[config.mk]
export PLATFORM = sky130hd
export DESIGN_NAME = ifu
export DESIGN_NICKNAME = d
export VERILOG_FILES = /design/src/rtl/ifu.sv
export SDC_FILE = /design/constraint.sdc
export NUM_CORES = 1
export LEC_CHECK = 0
export BUFFER_PORTS_ARGS = -buffer_cell sky130_fd_sc_hd__buf_4
export CAP_MARGIN = 5
export CORE_ASPECT_RATIO = 0.6
export CORE_MARGIN = 5
export CORE_UTILIZATION = 48
export CTS_CLUSTER_DIAMETER = 50
export DETAILED_ROUTE_END_ITERATION = 16
export GPL_ROUTABILITY_DRIVEN = 0
export PLACE_DENSITY = 0.82
export SYNTH_ARGS = -nofsm -noshare
export SYNTH_HDL_FRONTEND = slang
export SYNTH_SLANG_ARGS = --single-unit
[constraint.sdc]
create_clock -name clk -period 3.1 [get_ports clk]
set_input_delay 0.465 -clock clk [delete_from_list [all_inputs] [get_ports clk]]
set_output_delay 0.465 -clock clk [all_outputs]
set_load 0.1 [all_outputs]
[src/rtl/ifu.sv]
// IFU: fetch PC register plus instruction register with branch / j / jr redirect and flush.
// Define IFU_ALIGN_CHECK_EN to suppress misaligned jr redirects and raise a sticky addr_err.
module ifu #(
  parameter logic [31:0] RESET_PC = 32'h0000_3000
) (
  input  logic        clk,
  input  logic        rst,
  input  logic        stall,
  input  logic        out_ready,
  input  logic [1:0]  npc_sel,
  input  logic [15:0] imm16,
  input  logic [25:0] target26,
  input  logic [31:0] jr_addr,
  output logic [9:0]  im_addr,
  input  logic [31:0] im_dout,
  output logic [31:0] pc,
  output logic [31:0] instr,
  output logic [31:0] instr_pc,
  output logic        instr_valid,
  output logic        addr_err
);

  logic [31:0] pc_r;
  logic [31:0] instr_r;
  logic [31:0] instr_pc_r;
  logic        instr_valid_r;
  logic        addr_err_r;

  logic        advance_s;
  logic        redirect_s;
  logic        jr_misaligned_s;
  logic [31:0] link_pc_s;
  logic [31:0] branch_off_s;
  logic [31:0] target_s;

  assign im_addr     = pc_r[11:2];
  assign pc          = pc_r;
  assign instr       = instr_r;
  assign instr_pc    = instr_pc_r;
  assign instr_valid = instr_valid_r;
  assign addr_err    = addr_err_r;

  // Redirect target selection and the advance / redirect decisions.
  always_comb begin
    link_pc_s    = instr_pc_r + 32'd4;
    branch_off_s = {{14{imm16[15]}}, imm16, 2'b00};
    target_s     = link_pc_s;
    case (npc_sel)
      2'b01:   target_s = link_pc_s + branch_off_s;
      2'b10:   target_s = {link_pc_s[31:28], target26, 2'b00};
      2'b11:   target_s = jr_addr & 32'hFFFF_FFFC;
      default: target_s = link_pc_s;
    endcase
`ifdef IFU_ALIGN_CHECK_EN
    jr_misaligned_s = (npc_sel == 2'b11) && (jr_addr[1:0] != 2'b00);
`else
    jr_misaligned_s = 1'b0;
`endif
    // A suppressed jr falls back to the ordinary fetch path.
    redirect_s = instr_valid_r && (npc_sel != 2'b00) && !jr_misaligned_s;
    advance_s  = !stall && (!instr_valid_r || out_ready);
  end

  // PC, instruction register and valid flag; redirects win over stall/handshake.
  always_ff @(posedge clk or posedge rst) begin
    if (rst) begin
      pc_r          <= RESET_PC;
      instr_r       <= 32'h0000_0000;
      instr_pc_r    <= 32'h0000_0000;
      instr_valid_r <= 1'b0;
    end else if (redirect_s) begin
      pc_r          <= target_s;
      instr_valid_r <= 1'b0;
    end else if (advance_s) begin
      pc_r          <= pc_r + 32'd4;
      instr_r       <= im_dout;
      instr_pc_r    <= pc_r;
      instr_valid_r <= 1'b1;
    end else begin
      pc_r          <= pc_r;
      instr_valid_r <= instr_valid_r;
    end
  end

  // Sticky misaligned-jr flag, cleared only by reset.
  always_ff @(posedge clk or posedge rst) begin
    if (rst) begin
      addr_err_r <= 1'b0;
    end else begin
`ifdef IFU_ALIGN_CHECK_EN
      addr_err_r <= addr_err_r | (instr_valid_r & jr_misaligned_s);
`else
      addr_err_r <= 1'b0;
`endif
    end
  end

endmodule

==> metrics.csv <==
stage,metric,value,unit
status,outcome,"complete, but fails checks",
status,violations,setup timing,
global_route,overflow,0,
yosys,yosysTopAreaCell,dfrtp_1,
die,dieHeight,105,um
drt,vias,7806,
global_route,grtUsageMet2,43.4,%
drt,via_per_inst,6.00,
yosys,synth_top_cells_by_count,"dfrtp_1 (95), nand2_1 (85), mux2_2 (75), o21ai_0 (44), xnor2_1 (43)",
cts,clock_latency,0.35,ns
critical_path,startpoint,instr_pc[2],
yosys,synth_flop_cell,dfrtp_1,
die,io_pins,220,
die,fp.coreArea,14600,um^2
yosys,synth_warnings,0,
timing,finalSetupViolCount,12,
timing,post-route-period-util,109,%
job,maxCapViolations,0,
yosys,postSynthCellCount,784,
yosys,synth-seq-cells,97,
global_route,grt_pass1_vias,7546,
critical_path,endpoint_kind,register,
die,die_area,17700,um^2
global_route,grt_pass1_wl,41.2,mm
critical_path,reg2reg_depth,15,
die,fp.dieW,168,um
yosys,synth_edf_count,0,
timing,max_freq,297,MHz
timing,setup_ws,-0.265,ns
critical_path,timing.critical_path.fanout_max,7,
placement,portBuffers,216,
layout,layout-drive-gt1-share,48.1,%
yosys,netlist.area_leader.share,32.9,%
timing,finalHoldViolations,0,
global_route,met1_usage,40.2,%
layout,final_core_util,72.2,%
placement,hpwl,20.3,mm
yosys,ys_types,69,
drt,drt_pass1_iterations,5,
critical_path,crit_required,3.38,ns
drt,drt-total-wl,27.6,mm
yosys,synth_nets,933,
timing,fin_crit,3.36,ns
yosys,yosysMostFrequentCell,dfrtp_1,
drt,dr.first_iter.drc_count,838,
cts,cts.sinks,97,
cts,clk_path_buf_depth,2,
global_route,track_usage,28.9,%
yosys,avgSynthCellArea,9.22,um^2
drt,drtAntennaViolNets,0,
critical_path,crit_type,register to register,
global_route,antenna_found_initial,0,
global_route,grt_max_degree,54,
layout,fin_nets,1248,
yosys,async_flop_share,100,%
critical_path,cp-endpoint,pc[31],
cts,cts_buffers,9,
timing,relSlewSlack,50.2,%
critical_path,r2r-start,instr_pc[2],
critical_path,timing.rr.end,pc[31],
cts,tritoncts,done,
yosys,synthesis.area,7230,um^2
critical_path,crit_arrival,3.65,ns
yosys,netlist_top_cells_area,"dfrtp_1 (33%), mux2_2 (12%), ha_1 (6.2%)",
layout,areaGrowthSynthToFinish,46.3,%
global_route,top_usage_layer,met2,
die,start_util,49.4,%
cts,cts_root_buffer,clkbuf_16,
yosys,yosysSeqAreaShare,33.6,%
critical_path,reg2reg_slack,-0.26,ns
drt,drc_errors,0,
die,rows,34,
min_path,hp-class,primary input to async pin,
drt,post_drt_wl_per_cell,21.2,um
cts,path_clk_slew,0.08,ns
timing,rsz0062_at_grt,true,
timing,slew_viol_final,0,
timing,finClkSkew,0.00922,ns
global_route,met3_usage,10.9,%
layout,insertedDiodeCount,0,
cts,cts.htree.levels,3,
critical_path,worstSetupStartpointType,register,
timing,tightest_slew,0.748,ns
-- critical path, cell delays in order (launching register included) --
cell     delay (ns)
dfrtp_2        0.49
buf_4          0.16
nand4_1        0.13
nor4_4         0.18
buf_6          0.19
nand4_1        0.13
xnor2_1        0.16
ha_1           0.33
and3_4         0.22
and2_4         0.15
nand3_1        0.13
a21oi_4        0.07
o311a_1        0.37
o21a_1         0.18
o311a_1        0.29
o21ai_2        0.10
-- cell type report --
class	count	area, um^2
inverter	18	70.1
tap	198	248
clock buffer	9	225
timing repair buffer	347	2640
multi-input combinational	626	4870
clock inverter	7	70.1
fill	1084	4060
sequential	97	2460
-- metrics by stage --
stage | worst slack, ns | instance area, um^2 | instances | TNS, ns | hold WS (ns)
2_1_floorplan | -0.661 | 7330 | 784 | -7.03 | 0.617
3_3_place_gp | -0.188 | 9820 | 1266 | -0.748 | 0.487
3_5_place_dp | -0.245 | 9820 | 1266 | -1.32 | 0.496
4_1_cts | -0.148 | 10300 | 1291 | -0.545 | 0.271
5_1_grt | -0.417 | 10600 | 1302 | -3.65 | 0.303
6_report | -0.265 | 10600 | 1302 | -2.01 | 0.261
-- worst min-delay path by stage --
stage	from	to	slack [ns]	cells after the start
after floorplan	im_dout[13]	instr[13]	0.62	1
after global routing	rst	instr_pc[29]	0.30	2
final	rst	instr_pc[29]	0.26	2
after CTS	rst	instr_pc[29]	0.27	2
after detailed placement	pc[1]	pc[1]	0.50	2
after global placement	pc[1]	pc[1]	0.49	2
-- flip-flops by register name, summed over array words and instances (netlist names) --
signal	count
pc	32
instr_valid	1
instr_pc	32
instr	32
-- metal layers --
metal,wire (um),vias up
met5,0,-
met1,11100,3696
met2,11900,535
met3,3960,75
li1,-,3500
met4,665,0
-- what timing repair did --
item                       4_1_cts  5_1_grt
setup buffers                    9       11
setup endpoints to repair       13       18
pin swaps                       29       26
resized for setup               27       37
hold endpoints to repair         0        0
hold buffers                     0        0
-- kinds of logic after synthesis --
| logic type | synth area share (%) |
|---|---|
| adder cells (fa/ha/maj) | 6.51 |
| multiplexers | 13.1 |
| AND/OR/NAND/NOR | 17.9 |
| other | 0.0519 |
| flip-flops | 33.6 |
| XOR/XNOR | 7.98 |
| AO/OA/AOI/OAI | 17.0 |
| buffers and inverters | 3.88 |
-- placed cells by master (no fill, tap or decap), types with 8 or more instances in the layout --
| cell type | n |
|---|---|
| buf_4 | 341 |
| nand2_1 | 82 |
| mux2_2 | 75 |
| dfrtp_1 | 74 |
| xnor2_1 | 39 |
| a21oi_1 | 34 |
| nor2_1 | 32 |
| o21ai_0 | 32 |
| ha_1 | 32 |
| nand4_1 | 26 |
| nand3_1 | 26 |
| dfrtp_2 | 21 |
| xor2_1 | 20 |
| inv_1 | 17 |
| a21o_1 | 16 |
| o22ai_1 | 15 |
| nor3_1 | 10 |
| nand2b_1 | 10 |
| mux2i_1 | 10 |
| clkbuf_16 | 9 |
| nor2b_1 | 8 |
| and3_1 | 8 |
| o21ai_1 | 8 |
Power is left out: the tool's default activity adds up to more than one toggle a clock period on the data nets, which glitch-free logic cannot reach.
